===== src/rtl/i2c_burst_seq_pkg.sv =====
`default_nettype none
// +----------------------------------------------------------------------------+
// | Module      : i2c_burst_seq_pkg                                             |
// | Description : Shared types and constants for the I2C burst sequencer.      |
// |               Holds the sequencer state encoding, the error codes reported |
// |               on err_code, and the start admission helper.                  |
// | Revision    : 1.0 - initial release                                         |
// +----------------------------------------------------------------------------+
package i2c_burst_seq_pkg;

  typedef enum logic [1:0] {
    ST_IDLE  = 2'd0,
    ST_ARM   = 2'd1,
    ST_XFER  = 2'd2,
    ST_DRAIN = 2'd3
  } seq_state_t;

  localparam logic [1:0] ERR_NONE = 2'd0;
  localparam logic [1:0] ERR_NACK = 2'd1;
  localparam logic [1:0] ERR_REJ  = 2'd2;

  // A burst may launch only if it moves at least one byte and the FIFO it
  // depends on can cover the whole length up front, so the sequencer never
  // stalls mid-burst on data or space.
  function automatic logic start_fits(input logic [15:0] avail, input logic [15:0] need);
    return (need != 16'd0) && (avail >= need);
  endfunction

endpackage
`default_nettype wire


===== src/rtl/i2c_burst_seq_fifo.sv =====
`default_nettype none
// +----------------------------------------------------------------------------+
// | Module      : i2c_burst_seq_fifo                                            |
// | Description : Single-clock FIFO with show-ahead head and occupancy count.  |
// |               Push when full is dropped unless a pop happens in the same  |
// |               cycle; pop when empty is ignored. Pointers wrap mod depth.  |
// | Ports       : clk, rst_n      clock, async active-low reset               |
// |               i_push, i_data  write strobe and data                       |
// |               i_pop           read strobe (advances head)                 |
// |               o_head          current head entry (combinational)          |
// |               o_level         occupancy, 0..2**AW                         |
// | Revision    : 1.0 - initial release                                         |
// +----------------------------------------------------------------------------+
module i2c_burst_seq_fifo #(
  parameter int AW = 3,
  parameter int DW = 8
) (
  input  logic          clk,
  input  logic          rst_n,
  input  logic          i_push,
  input  logic [DW-1:0] i_data,
  input  logic          i_pop,
  output logic [DW-1:0] o_head,
  output logic [AW:0]   o_level
);

  localparam int c_DEPTH = 1 << AW;

  logic [DW-1:0] r_mem [c_DEPTH];
  logic [AW-1:0] r_wr_ptr;
  logic [AW-1:0] r_rd_ptr;
  logic [AW:0]   r_level;

  logic w_full;
  logic w_do_pop;
  logic w_do_push;

  assign w_full    = (r_level == (AW+1)'(c_DEPTH));
  assign w_do_pop  = i_pop & (r_level != '0);
  // A full FIFO still accepts a push when the head leaves in the same cycle.
  assign w_do_push = i_push & (~w_full | w_do_pop);

  always_ff @(posedge clk or negedge rst_n) begin
    if (!rst_n) begin
      r_wr_ptr <= '0;
      r_rd_ptr <= '0;
      r_level  <= '0;
    end else begin
      if (w_do_push) r_wr_ptr <= r_wr_ptr + AW'(1);
      if (w_do_pop)  r_rd_ptr <= r_rd_ptr + AW'(1);
      case ({w_do_push, w_do_pop})
        2'b10:   r_level <= r_level + (AW+1)'(1);
        2'b01:   r_level <= r_level - (AW+1)'(1);
        default: r_level <= r_level;
      endcase
    end
  end

  always_ff @(posedge clk) begin
    if (w_do_push) r_mem[r_wr_ptr] <= i_data;
  end

  assign o_head  = r_mem[r_rd_ptr];
  assign o_level = r_level;

endmodule
`default_nettype wire


===== src/rtl/i2c_burst_seq.sv =====
`default_nettype none
// +----------------------------------------------------------------------------+
// | Module      : i2c_burst_seq                                                 |
// | Description : Multi-byte I2C transfer sequencer between the GPMC register |
// |               map and i2c_master. Queues TX bytes, drives the master's    |
// |               enable/addr/rw/data_wr and collects read bytes, so one host |
// |               command becomes one START..STOP burst.                      |
// | Ports       : i_start/i_slave_addr/i_rw/i_len  burst launch command        |
// |               i_tx_push/i_tx_data              TX FIFO write              |
// |               i_rx_pop/o_rx_data               RX FIFO read (registered)  |
// |               o_tx_level/o_rx_level            FIFO occupancies           |
// |               o_seq_busy/o_done/o_err_code     status, i_clr_err clears   |
// |               o_m_* / i_m_*                    i2c_master handshake       |
// | Revision    : 1.0 - initial release                                         |
// +----------------------------------------------------------------------------+
module i2c_burst_seq
  import i2c_burst_seq_pkg::*;
#(
  parameter int FIFO_AW = 3,
  parameter int LEN_W   = 4
) (
  input  logic               clk,
  input  logic               rst_n,
  input  logic               i_start,
  input  logic [6:0]         i_slave_addr,
  input  logic               i_rw,
  input  logic [LEN_W-1:0]   i_len,
  input  logic               i_tx_push,
  input  logic [7:0]         i_tx_data,
  input  logic               i_rx_pop,
  output logic [7:0]         o_rx_data,
  output logic [FIFO_AW:0]   o_tx_level,
  output logic [FIFO_AW:0]   o_rx_level,
  output logic               o_seq_busy,
  output logic               o_done,
  output logic [1:0]         o_err_code,
  input  logic               i_clr_err,
  output logic               o_m_enable,
  output logic [6:0]         o_m_addr,
  output logic               o_m_rw,
  output logic [7:0]         o_m_data_wr,
  input  logic               i_m_busy,
  input  logic               i_m_ack_error,
  input  logic [7:0]         i_m_data_rd
);

  localparam logic [15:0] c_FIFO_DEPTH = 16'(1 << FIFO_AW);

  seq_state_t       r_state;
  logic             r_busy_q;
  logic [LEN_W-1:0] r_remaining;
  logic [LEN_W-1:0] r_discard;
  logic             r_refresh;
  logic             r_m_enable;
  logic [6:0]       r_m_addr;
  logic             r_m_rw;
  logic [7:0]       r_m_data_wr;
  logic             r_done;
  logic             r_seq_busy;
  logic [1:0]       r_err;
  logic [7:0]       r_rx_data;

  logic [7:0]       w_tx_head;
  logic [7:0]       w_rx_head;
  logic [FIFO_AW:0] w_tx_level;
  logic [FIFO_AW:0] w_rx_level;
  logic             w_busy_rise;
  logic             w_busy_fall;
  logic             w_tx_pop;
  logic             w_rx_push;
  logic             w_start_ok;

  assign w_busy_rise = i_m_busy & ~r_busy_q;
  assign w_busy_fall = ~i_m_busy & r_busy_q;

  // TX head leaves when the master accepts a write byte, or one per cycle
  // while the unsent tail of a NACKed burst is being discarded.
  assign w_tx_pop  = ((r_state == ST_XFER) && w_busy_rise && !r_m_rw && (r_remaining != '0))
                   || ((r_state == ST_DRAIN) && (r_discard != '0));
  assign w_rx_push = (r_state == ST_XFER) && w_busy_fall && r_m_rw;

  assign w_start_ok = i_rw ? start_fits(c_FIFO_DEPTH - 16'(w_rx_level), 16'(i_len))
                           : start_fits(16'(w_tx_level), 16'(i_len));

  i2c_burst_seq_fifo #(.AW(FIFO_AW), .DW(8)) u_tx_fifo (
    .clk     (clk),
    .rst_n   (rst_n),
    .i_push  (i_tx_push),
    .i_data  (i_tx_data),
    .i_pop   (w_tx_pop),
    .o_head  (w_tx_head),
    .o_level (w_tx_level)
  );

  i2c_burst_seq_fifo #(.AW(FIFO_AW), .DW(8)) u_rx_fifo (
    .clk     (clk),
    .rst_n   (rst_n),
    .i_push  (w_rx_push),
    .i_data  (i_m_data_rd),
    .i_pop   (i_rx_pop),
    .o_head  (w_rx_head),
    .o_level (w_rx_level)
  );

  // Host read port: capture the byte being popped; an empty pop holds.
  always_ff @(posedge clk or negedge rst_n) begin
    if (!rst_n) begin
      r_rx_data <= 8'h00;
    end else if (i_rx_pop && (w_rx_level != '0)) begin
      r_rx_data <= w_rx_head;
    end
  end

  always_ff @(posedge clk or negedge rst_n) begin
    if (!rst_n) begin
      r_state     <= ST_IDLE;
      r_busy_q    <= 1'b0;
      r_remaining <= '0;
      r_discard   <= '0;
      r_refresh   <= 1'b0;
      r_m_enable  <= 1'b0;
      r_m_addr    <= 7'h00;
      r_m_rw      <= 1'b0;
      r_m_data_wr <= 8'h00;
      r_done      <= 1'b0;
      r_seq_busy  <= 1'b0;
      r_err       <= ERR_NONE;
    end else begin
      r_busy_q  <= i_m_busy;
      r_done    <= 1'b0;
      r_refresh <= 1'b0;
      // Any error raised further down overrides this clear.
      if (i_clr_err) r_err <= ERR_NONE;

      case (r_state)
        ST_IDLE: begin
          if (i_start) begin
            if (w_start_ok) begin
              r_m_addr    <= i_slave_addr;
              r_m_rw      <= i_rw;
              r_remaining <= i_len;
              r_discard   <= '0;
              r_m_data_wr <= i_rw ? 8'h00 : w_tx_head;
              r_m_enable  <= 1'b1;
              r_seq_busy  <= 1'b1;
              r_state     <= ST_ARM;
            end else begin
              r_err <= ERR_REJ;
            end
          end
        end

        // One settle cycle: the master sees enable with stable addr/rw/data
        // before any busy edge is interpreted.
        ST_ARM: begin
          r_state <= ST_XFER;
        end

        ST_XFER: begin
          if (w_busy_rise && (r_remaining != '0)) begin
            r_remaining <= r_remaining - LEN_W'(1);
            // Last byte accepted: dropping enable now makes the master STOP.
            if (r_remaining == LEN_W'(1)) r_m_enable <= 1'b0;
            if (!r_m_rw) r_refresh <= 1'b1;
          end
          // The pop lands at the accept edge; the new head is loaded one
          // cycle later, well before the master samples data_wr again.
          if (r_refresh && !r_m_rw && (r_remaining != '0)) begin
            r_m_data_wr <= w_tx_head;
          end
          if (w_busy_fall) begin
            if (i_m_ack_error) begin
              r_err      <= ERR_NACK;
              r_m_enable <= 1'b0;
              // Bytes of this burst still queued in TX are never sent.
              r_discard  <= r_m_rw ? '0 : r_remaining;
              r_state    <= ST_DRAIN;
            end else if (r_remaining == '0) begin
              r_done     <= 1'b1;
              r_seq_busy <= 1'b0;
              r_state    <= ST_IDLE;
            end
          end
        end

        ST_DRAIN: begin
          if (r_discard != '0) begin
            r_discard <= r_discard - LEN_W'(1);
          end else if (!i_m_busy) begin
            r_done     <= 1'b1;
            r_seq_busy <= 1'b0;
            r_state    <= ST_IDLE;
          end
        end

        default: r_state <= ST_IDLE;
      endcase
    end
  end

  assign o_rx_data   = r_rx_data;
  assign o_tx_level  = w_tx_level;
  assign o_rx_level  = w_rx_level;
  assign o_seq_busy  = r_seq_busy;
  assign o_done      = r_done;
  assign o_err_code  = r_err;
  assign o_m_enable  = r_m_enable;
  assign o_m_addr    = r_m_addr;
  assign o_m_rw      = r_m_rw;
  assign o_m_data_wr = r_m_data_wr;

endmodule
`default_nettype wire


===== config.mk =====
export PLATFORM = sky130hd
export DESIGN_NAME = i2c_burst_seq
export DESIGN_NICKNAME = d
export VERILOG_FILES = /design/src/rtl/i2c_burst_seq_pkg.sv /design/src/rtl/i2c_burst_seq_fifo.sv /design/src/rtl/i2c_burst_seq.sv
export SDC_FILE = /design/constraint.sdc
export NUM_CORES = 1
export LEC_CHECK = 0
export ABC_AREA = 1
export CAP_MARGIN = 20
export CORE_MARGIN = 4
export CORE_UTILIZATION = 50
export CTS_BUF_LIST = sky130_fd_sc_hd__clkbuf_16
export CTS_CLUSTER_SIZE = 20
export DETAILED_ROUTE_END_ITERATION = 10
export PLACE_DENSITY = 0.73
export SLEW_MARGIN = 20
export SYNTH_ARGS = -nofsm -noshare
export SYNTH_HDL_FRONTEND = slang
export SYNTH_SLANG_ARGS = --single-unit
export TNS_END_PERCENT = 100

===== constraint.sdc =====
create_clock -name clk -period 2.98 [get_ports clk]
set_clock_uncertainty 0.1 [all_clocks]
set_input_delay 0.596 -clock clk [delete_from_list [all_inputs] [get_ports clk]]
set_output_delay 0.596 -clock clk [all_outputs]
set_load 0.02 [all_outputs]

==> results of run 1 <==
per-stage QoR:
step / cells / setup WS (ns) / total power [mW] / area, um^2
final: 1175 / 0.2894 / 10.12 / 10230
after global routing: 1175 / 0.001460 / 10.93 / 10230
after CTS: 1175 / 0.2754 / 10.21 / 10230
after detailed placement: 1143 / 0.09824 / 7.983 / 9654
after global placement: 1143 / 0.1445 / 7.866 / 9654
after floorplan: 843 / 0.2206 / 6.560 / 8527
final timing paths:
check / startpoint / end / slack [ns] / cells after the start
max: u_rx_fifo.o_level[0] / o_m_data_wr[7] / 0.29 / 15
min: rst_n / o_err_code[0] / 0.08 / 1
max reg2reg: u_rx_fifo.o_level[0] / o_m_data_wr[7] / 0.29 / 15
min reg2reg: o_m_data_wr[0] / o_m_data_wr[0] / 0.37 / 2
max in group asynchronous: rst_n / o_rx_data[1] / 2.00 / 2
min in group clk: o_m_data_wr[0] / o_m_data_wr[0] / 0.37 / 2
flip-flops by register name, summed over array words and instances (netlist names), 4 cells and up:
signal and flops:
r_discard 4, r_remaining 4, o_rx_data 8, u_rx_fifo.o_level 4, u_tx_fifo.o_level 4, u_tx_fifo.r_mem 64, o_m_addr 7, o_m_data_wr 8
u_rx_fifo.r_mem 64
placed cells by master (no fill, tap or decap), types with 4 or more instances in the layout:
cell / count
nand2_1: 220
edfxtp_1: 128
nor2_1: 101
clkdlybuf4s50_1: 71
o21ai_0: 70
inv_1: 69
dfrtp_1: 61
nand3_1: 39
buf_4: 34
ha_1: 23
o211ai_1: 18
clkbuf_16: 17
nand4_1: 15
nor3_1: 15
xor2_1: 10
a21oi_1: 8
nand2_2: 6
o22ai_1: 6
clkinv_4: 6
clkinv_1: 4
xnor2_1: 4
layer usage:
metal  up-vias  GRT usage, %  part of all wire [%]
met5         -             0                 0.077
met4         2         5.876                   1.3
met3        21         4.897                   6.6
met2       177         30.70                    47
met1      2890         26.65                    45
li1       3035             -                     -
power groups by stage:
stage	clock network (mW)	logic, mW	registers [mW]
final	2.20	4.17	3.75
after global routing	2.37	4.74	3.82
after CTS	2.26	4.21	3.75
after detailed placement	0	4.18	3.80
after global placement	0	4.08	3.79
after floorplan	0	2.58	3.98
worst register-to-register path: cells and delay by family, from the launching register on:
family	cells	cell delay [ns]
buffers and inverters	3	0.27
and+or+nand+nor	10	1.32
adders and majority gates	2	0.47
DFF	1	0.44
kinds of logic after synthesis:
group	count (synthesis)	share of synthesized area (%)
AOI/OAI and AO/OA	108	7.117
and+or+nand+nor	405	19.87
xor gates and xnor gates	14	1.438
DFF	189	62.98
adders and majority gates	25	3.845
buffers and inverters	102	4.754
layout make-up:
class / instances / share of cell area, %
clock buffers: 17 / 4.156
clock inverters: 15 / 1.516
inverters: 76 / 2.800
multi-input cells: 552 / 26.88
flip-flops and latches: 189 / 52.47
well taps: 220 / 2.689
repair buffers: 106 / 9.487
==> results.md, run 1 <==
- Status: finished, final reports clean
- Initial core utilization: 51.24%
- Slowest cell on the critical path: dfrtp_1
- Top cells by area, synth: edfxtp_1 (45%), dfrtp_1 (18%), nand2_1 (9.7%), nor2_1 (4.4%), o21ai_0 (4.1%)
- Synth area leader: edfxtp_1
- Synthesis Warnings: 0
- Pwr per Cell Area: 989.2 mW/mm^2
- CP Class: reg2reg
- Inserted Diodes: 0
- Synth Flop Type: edfxtp_1
- Top-Level Pins: 73
- CTS Buffer Depth: 2
- Internal: 6.111 mW
- IO Port Bufs: 72
- Critical Path Sink Type: register
- Synth-to-Final Area Change: 20.03%
- Clock insertion delay at the later pin of the skew report: 0.43 ns
- Post-layout util: 61.50%
- Critical Path AT: 2.91 ns
- VDD IR-drop max: 513.4 uV
- Max Slew Vio Count: 0
- Clock transition at path regs: 0.07 ns
- TritonCTS clock tree: done
- Clock power frac: 21.8%
- Synth cell types: 37
- Fin. Hold Viols: 0
- H-tree depth: 4
- Worst setup SP type: register
- Num rows: 47
- Max cap viols: 0
- Antenna violations before repair: 1
- Cells after Synth: 843
- Yosys reg bits: 189
- First-pass DRT Iterations: 5
- Clock buffer count from CTS: 17
- Commonest cells post-synth: nand2_1 (220), edfxtp_1 (128), nor2_1 (101), o21ai_0 (70), inv_1 (69)
- Switch share: 39.64%
- TritonCTS sink count: 189
- Cell Area, Synth: 0.008527 mm^2
- Total wire length: 18070 um
- Root Driver: clkbuf_16
- Fin crit share: 90.29%
- Dpl hpwl: 12130 um
- Seq pwr share: 37.1%
- Wire per inst: 15.38 um
- Tightest hold margin: 0.07676 ns
- Setup TNS: 0 ns
- CP most frequent cell: nand2_1
- Share of cells above drive strength 1: 8.901%
- CP max FO: 8
- Reported net switching power: 4.013 mW
- Reg area: 0.005370 mm^2
- Synth top area share: 45.08%
- Actual slew at the worst max-slew pin: 0.9587 ns
- Cts repair resizes: 0
- P_leak: 4.321 nW
- Detail Route Antenna Nets: 0
- Via density: 5.213
- Crit path cell chain: inv_1 -> ha_1 -> inv_1 -> nor2_1 -> nor2_1 -> ha_1 -> nand2_1 -> inv_1 -> nand2_1 -> nand2_1 -> nand3_1 -> nand2_1 -> nand3_1 -> nand2_1 -> nand2_1
- Die height: 138.6 um
- Minimum clock period: 2.691 ns
- # hold bufs at CTS: 0
- Fillers: 1326
- Gr usage total: 19.37%
- Chip width: 138.6 um
- Global-route wire length before repair: 29940 um
- RSZ-0062 raised after global routing: no
- Synth Net Count: 904
- Worst slew margin: 36.02%
- Crit path max-delay family: simple AND/OR/NAND/NOR gates
- Grt total ovfl: 0
- Ys async rst share: 32.28%
- FMAX: 0.3717 GHz
- Vias in the first global route: 5888
- DRT iter0 DRCs: 499
- # DRC: 0
- Nets: 1003
- Comb pwr share: 41.2%
- Std-Cell Core Area: 0.01664 mm^2
- Max incr delay on CP: 0.44 ns
- Post-CTS setup buffer count: 0
- Die area: 0.01921 mm^2
- Mean Syn Cell Area: 10.11 um^2
- Critical Path RT: 3.20 ns
- Via count: 6125
- # setup viols final: 0
- Largest net degree at the start of global routing: 35
- Register area share after synthesis: 62.98%
- CP bufs+invs: 3
- Gpl congestion: 0.8459
- Worst min path class: in2async
- Multi-input gate area: 0.002751 mm^2
- EDFF count, synth: 128
- Most common cell in the netlist: nand2_1
(Power assumes the default switching activity.)
==> run 2, diff against run 1 <==
- MAX_ROUTING_LAYER: not set -> met4
==> run 2 against run 1 <==
Die area did not move; critical path type unchanged; critical endpoint is now u_tx_fifo.o_level[3]; non-clock buffer count did not move; cell area barely moved; power barely moved; routed wire length barely moved; maximum frequency rose by 0.58%; largest power group unchanged; flip-flop and latch count did not move.
==> results.md, run 2 (synthesized netlist as in run 1, its figures left out) <==
- Status: finished, final reports clean (unchanged)
- Share of cells above drive strength 1: 8.901% (unchanged)
- Worst min path class: in2async (unchanged)
- Cts repair resizes: 0 (unchanged)
- Commonest cells after routing, fill and taps aside: nand2_1 (220), edfxtp_1 (128), nor2_1 (101) (unchanged)
- CTS Buffer Depth: 2 (unchanged)
- Post-DP Area: 0.009654 mm^2 (unchanged)
- Multi-input gate area: 0.002751 mm^2 (unchanged)
- CP most frequent cell: nand2_1 (unchanged)
- Initial core utilization: 51.24% (unchanged)
- # DRC: 0 (unchanged)
- IO Port Bufs: 72 (unchanged)
- P_leak: 4.321 nW (about the same)
- CP max FO: 4 (was 8)
- Reg area: 0.005370 mm^2 (unchanged)
- Worst setup SP type: register (unchanged)
- Antenna violations before repair: 1 (unchanged)
- Synth-to-Final Area Change: 20.06% (was 20.03%)
- Via count: 6086 (was 6125)
- Max Slew Vio Count: 0 (unchanged)
- Reported net switching power: 4.014 mW (was 4.013 mW)
- DRT iter0 DRCs: 506 (was 499)
- Seq pwr share: 37.1% (about the same)
- Clock power frac: 21.8% (about the same)
- Total power draw: 10.13 mW (was 10.12 mW)
- Dpl hpwl: 12130 um (unchanged)
- Minimum clock period: 2.675 ns (was 2.691 ns)
- Via density: 5.175 (was 5.213)
- Max cap viols: 0 (unchanged)
- Vias in the first global route: 5883 (was 5888)
- Std-Cell Core Area: 0.01664 mm^2 (unchanged)
- Switch share: 39.65% (was 39.64%)
- Max incr delay on CP: 0.41 ns (was 0.44 ns)
- Root Driver: clkbuf_16 (unchanged)
- Post-CTS setup buffer count: 0 (unchanged)
- FMAX: 0.3738 GHz (was 0.3717 GHz)
- Top-Level Pins: 73 (unchanged)
- # hold bufs at CTS: 0 (unchanged)
- CP Class: reg2reg (unchanged)
- Chip width: 138.6 um (unchanged)
- Internal: 6.111 mW (about the same)
- Global-route wire length before repair: 29940 um (unchanged)
- Slowest cell on the critical path: dfrtp_1 (unchanged)
- Largest net degree at the start of global routing: 35 (unchanged)
- Worst slew margin: 38.45% (was 36.02%)
- TritonCTS clock tree: done (unchanged)
- Gpl congestion: 0.8592 (was 0.8459)
- Num rows: 47 (unchanged)
- Critical Path Sink Type: register (unchanged)
- Critical Path RT: 3.20 ns (about the same)
- Actual slew at the worst max-slew pin: 0.9222 ns (was 0.9587 ns)
- Fin. Hold Viols: 0 (unchanged)
- H-tree depth: 4 (unchanged)
- Pre-CTS WS: 0.09824 ns (unchanged)
- Post-layout util: 61.51% (was 61.50%)
- Critical Path AT: 2.89 ns (was 2.91 ns)
- VDD IR-drop max: 514.9 uV (was 513.4 uV)
- Setup TNS: 0 ns (unchanged)
- PnR worst setup slack: 0.3050 ns (was 0.2894 ns)
- Pwr per Cell Area: 989.0 mW/mm^2 (was 989.2 mW/mm^2)
- TritonCTS sink count: 189 (unchanged)
- # setup viols final: 0 (unchanged)
- Most common cell after layout, fill and taps aside: nand2_1 (unchanged)
- Final instance area: 0.01024 mm^2 (was 0.01023 mm^2)
- Die height: 138.6 um (unchanged)
- Fillers: 1325 (was 1326)
- Clock transition at path regs: 0.07 ns (about the same)
- Fin crit share: 89.76% (was 90.29%)
- RSZ-0062 raised after global routing: no (unchanged)
- Largest regs: u_rx_fifo.r_mem: 64 flops, u_tx_fifo.r_mem: 64 flops (unchanged)
- Nets: 1003 (unchanged)
- Detail Route Antenna Nets: 0 (unchanged)
- Grt total ovfl: 0 (unchanged)
- Wire per inst: 15.37 um (was 15.38 um)
- First-pass DRT Iterations: 5 (unchanged)
- Clock insertion delay at the later pin of the skew report: 0.43 ns (about the same)
- Clock buffer count from CTS: 17 (unchanged)
- Total wire length: 18070 um (about the same)
- Die area: 0.01921 mm^2 (unchanged)
- Crit path cell chain: inv_1 -> ha_1 -> nand3_2 -> nand3_1 -> o21ai_2 -> nand2_2 -> nand2_1 -> nand2_2 -> ha_1 -> ha_1 -> nand2_1 -> nand2_1 -> a21oi_1 -> nor2_1 -> nor2_1 -> nand2_1 -> xor2_1 (was inv_1 -> ha_1 -> inv_1 -> nor2_1 -> nor2_1 -> ha_1 -> nand2_1 -> inv_1 -> nand2_1 -> nand2_1 -> nand3_1 -> nand2_1 -> nand3_1 -> nand2_1 -> nand2_1)
- Gr usage total: 19.93% (was 19.37%)
- Comb pwr share: 41.1% (was 41.2%)
-- run 2: worst paths after layout --
kind,startpoint,slack (ns),to,cells after the start
max,r_remaining[0],0.31,u_tx_fifo.o_level[3],17
min,rst_n,0.08,o_err_code[0],1
max reg2reg,r_remaining[0],0.31,u_tx_fifo.o_level[3],17
min reg2reg,o_m_addr[2],0.37,o_m_addr[2],2
max in group asynchronous,rst_n,2.00,o_rx_data[1],2
min in group clk,o_m_addr[2],0.37,o_m_addr[2],2
-- run 2: per-stage QoR --
step	hold WS [ns]	cells
floorplan	0.2004	843
global placement	0.3531	1143
detailed placement	0.3589	1143
CTS	0.08602	1175
global route	0.1178	1176
finish	0.08132	1176
-- run 2: power by group through the flow --
| stage | Sequential (mW) | Clock [mW] | Combinational [mW] |
|---|---|---|---|
| after floorplan | 3.98 | 0 | 2.58 |
| after global placement | 3.79 | 0 | 4.08 |
| after detailed placement | 3.80 | 0 | 4.18 |
| after CTS | 3.75 | 2.26 | 4.21 |
| after global routing | 3.82 | 2.37 | 4.73 |
| final | 3.75 | 2.21 | 4.17 |
-- run 2: routing by layer --
layer  GRT usage, %  vias up  routed length, um
li1               -     3039                  -
met1          26.77     2872               8351
met2          30.70      152               8491
met3          4.690       23                992
met4          5.720        0                238
met5              -        -                  0
-- run 2: critical path, delay by kind of cell, from the launching register on --
kind | cells | cell delay [ns]
adder cells (fa/ha/maj) | 3 | 0.74
flip-flops | 1 | 0.41
buffers and inverters | 1 | 0.10
AO/OA/AOI/OAI | 2 | 0.31
XOR/XNOR | 1 | 0.13
AND/OR/NAND/NOR | 10 | 0.77
-- run 2: final cells by class --
| class | instances | share of cell area [%] |
|---|---|---|
| repair buffers | 106 | 9.484 |
| inverters | 76 | 2.799 |
| clock buffers | 17 | 4.155 |
| flip-flops and latches | 189 | 52.46 |
| clock inverters | 15 | 1.516 |
| multi-input cells | 552 | 26.88 |
| well taps | 220 | 2.689 |
| diodes | 1 | 0.02444 |
==> run 3, diff against run 2 <==
- CORE_MARGIN: 4 -> not set
- PLACE_DENSITY: 0.73 -> 0.7
==> run 3 against run 2 <==
Worst hold slack better by 0.014 ns; critical path type unchanged; largest power group unchanged; clock power barely moved; first-iteration DRC count increased by 13%; routed wire length down 0.12%; maximum frequency shrank 0.44%; power up 0.68%; utilization rose by 0.14 points; final cell count stayed put; highest routed layer unchanged.
==> results.md, run 3 (synthesized netlist as in run 1, its figures left out) <==
- Critical Path AT: 2.92 ns (was 2.89 ns)
- Max Slew Vio Count: 0 (unchanged)
- Via count: 6090 (was 6086)
- Met3 usage: 3.793% (was 4.690%)
- # setup viols final: 0 (unchanged)
- Critical Path Sink Type: register (unchanged)
- Die area: 0.01758 mm^2 (was 0.01921 mm^2)
- Post-DP Area: 0.009674 mm^2 (was 0.009654 mm^2)
- Minimum clock period: 2.687 ns (was 2.675 ns)
- Total power draw: 10.19 mW (was 10.13 mW)
- Pwr per Cell Area: 993.6 mW/mm^2 (was 989.0 mW/mm^2)
- GR Layer Usage met2: 35.76% (was 30.70%)
- Grt total ovfl: 0 (unchanged)
- IO Port Bufs: 72 (unchanged)
- RSZ-0062 raised after global routing: no (unchanged)
- H-tree depth: 4 (unchanged)
- Inserted Diodes: 0 (was 1)
- Most common cell after layout, fill and taps aside: nand2_1 (unchanged)
- VDD IR-drop max: 561.2 uV (was 514.9 uV)
- Worst slew margin: 37.62% (was 38.45%)
- Num rows: 47 (unchanged)
- # DRC: 0 (unchanged)
- PnR worst setup slack: 0.2931 ns (was 0.3050 ns)
- CP max FO: 11 (was 4)
- Clock insertion delay at the later pin of the skew report: 0.43 ns (about the same)
- Actual slew at the worst max-slew pin: 0.9347 ns (was 0.9222 ns)
- TritonCTS sink count: 189 (unchanged)
- Reg-to-reg critical path endpoint: r_discard[0] (was u_tx_fifo.o_level[3])
- Top-Level Pins: 73 (unchanged)
- P_leak: 4.332 nW (was 4.321 nW)
- Status: finished, final reports clean (unchanged)
- Detail Route Antenna Nets: 0 (unchanged)
- Tightest hold margin: 0.09509 ns (was 0.08132 ns)
- Fin. Hold Viols: 0 (unchanged)
- Commonest cells after routing, fill and taps aside: nand2_1 (220), edfxtp_1 (128), nor2_1 (100) (was nand2_1 (220), edfxtp_1 (128), nor2_1 (101))
- Gr usage total: 22.64% (was 19.93%)
- Largest regs: u_rx_fifo.r_mem: 64 flops, u_tx_fifo.r_mem: 64 flops (unchanged)
- Synth-to-Final Area Change: 20.32% (was 20.06%)
- Final instance area: 0.01026 mm^2 (was 0.01024 mm^2)
- Nets: 1004 (was 1003)
- Pre-CTS WS: 0.0003149 ns (was 0.09824 ns)
- Max cap viols: 0 (unchanged)
- Worst-case reg-to-reg path depth: 16 (was 17)
- Clock buffer count from CTS: 17 (unchanged)
- TritonCTS clock tree: done (unchanged)
- Die height: 132.6 um (was 138.6 um)
- CP Class: reg2reg (unchanged)
- CTS Buffer Depth: 2 (unchanged)
- Critical Path RT: 3.21 ns (was 3.20 ns)
- Fin crit share: 90.16% (was 89.76%)
- Wire per inst: 15.35 um (was 15.37 um)
- FMAX: 0.3722 GHz (was 0.3738 GHz)
- Initial core utilization: 51.24% (unchanged)
- Clock transition at path regs: 0.07 ns (about the same)
- Global-route wire length before repair: 29730 um (was 29940 um)
- Chip width: 132.6 um (was 138.6 um)
- Antenna violations before repair: 0 (was 1)
- Root Driver: clkbuf_16 (unchanged)
- R2r setup slk: 0.29 ns (was 0.31 ns)
- DRT iter0 DRCs: 572 (was 506)
- GR Util met1: 29.60% (was 26.77%)
- Dpl hpwl: 12020 um (was 12130 um)
- Largest net degree at the start of global routing: 35 (unchanged)
- Gpl congestion: 0.8634 (was 0.8592)
- Worst min path class: in2async (unchanged)
- Total wire length: 18050 um (was 18070 um)
- Via density: 5.179 (was 5.175)
- GRT busiest layer: met2 (unchanged)
- Vias in the first global route: 5930 (was 5883)
- Share of cells above drive strength 1: 9.205% (was 8.901%)
- Post-CTS setup buffer count: 0 (unchanged)
- First-pass DRT Iterations: 5 (unchanged)
- Std-Cell Core Area: 0.01664 mm^2 (unchanged)
- Setup TNS: 0 ns (unchanged)
- FF-to-FF Start: u_rx_fifo.o_level[0] (was r_remaining[0])
- Worst setup SP type: register (unchanged)
run 3: changes by cell type in the layout (fill, tap and decap cells not counted), sizes merged:
| cell | before | now |
|---|---|---|
| clkinv | 12 | 10 |
| buf | 35 | 36 |
| clkinvlp | 1 | 2 |
| diode | 1 | 0 |
| inv | 77 | 78 |
run 3: metrics by stage:
step / util, % / cells
2_1_floorplan: - / 843
3_3_place_gp: 58.13 / 1144
3_5_place_dp: 58.13 / 1144
4_1_cts: 61.60 / 1176
5_1_grt: 61.65 / 1176
6_report: 61.65 / 1176
run 3: cell type report:
class                      instances  area, um^2
tap                              220       275.3
timing repair buffer             107       991.0
sequential                       189        5370
clock inverter                    15       152.6
fill                            1352        6382
inverter                          76       286.5
clock buffer                      17       425.4
multi-input combinational        552        2759
run 3: worst max path at each step:
| stage | slack (ns) | from | endpoint | cells after the start |
|---|---|---|---|---|
| floorplan | 0.22 | u_rx_fifo.o_level[0] | u_rx_fifo.o_level[3] | 15 |
| global placement | 0.09 | i_m_busy | u_rx_fifo.o_level[3] | 13 |
| detailed placement | 0.0003 | i_m_busy | u_rx_fifo.o_level[3] | 13 |
| CTS | 0.14 | u_rx_fifo.o_level[0] | o_m_data_wr[3] | 15 |
| global route | 0.009 | r_remaining[0] | u_tx_fifo.o_level[3] | 17 |
| finish | 0.29 | u_rx_fifo.o_level[0] | r_discard[0] | 16 |
run 3: report_power, final:
part | internal, mW | switching [mW]
Clock | 1.18 | 1.04
Sequential | 3.34 | 0.368
Combinational | 1.60 | 2.66
run 3: routing by layer:
| metal | routed length [um] | up-vias | part of all wire [%] |
|---|---|---|---|
| met3 | 763 | 32 | 4.2 |
| met5 | 0 | - | 0 |
| li1 | - | 3036 | - |
| met4 | 337 | 0 | 1.9 |
| met1 | 8353 | 2884 | 46 |
| met2 | 8596 | 138 | 48 |
run 3: what timing repair did:
| action | 4_1_cts | 5_1_grt |
|---|---|---|
| resized for setup | 0 | 2 |
| endpoints found under the setup margin | 0 | 9 |
| hold buffers | 0 | 0 |
run 3: critical path, cell delays in order (launching register included):
cell and delay, ns:
dfrtp_1 0.44, inv_1 0.19, ha_1 0.20, inv_1 0.05, nor2_2 0.14, nor2_1 0.08, ha_1 0.27, nand2_1 0.05
inv_1 0.04, nand2_1 0.04, nand2_1 0.05, nand3_1 0.12, nand2_1 0.34, buf_4 0.24, nand2_2 0.08, nand2_1 0.08
nand2_1 0.05
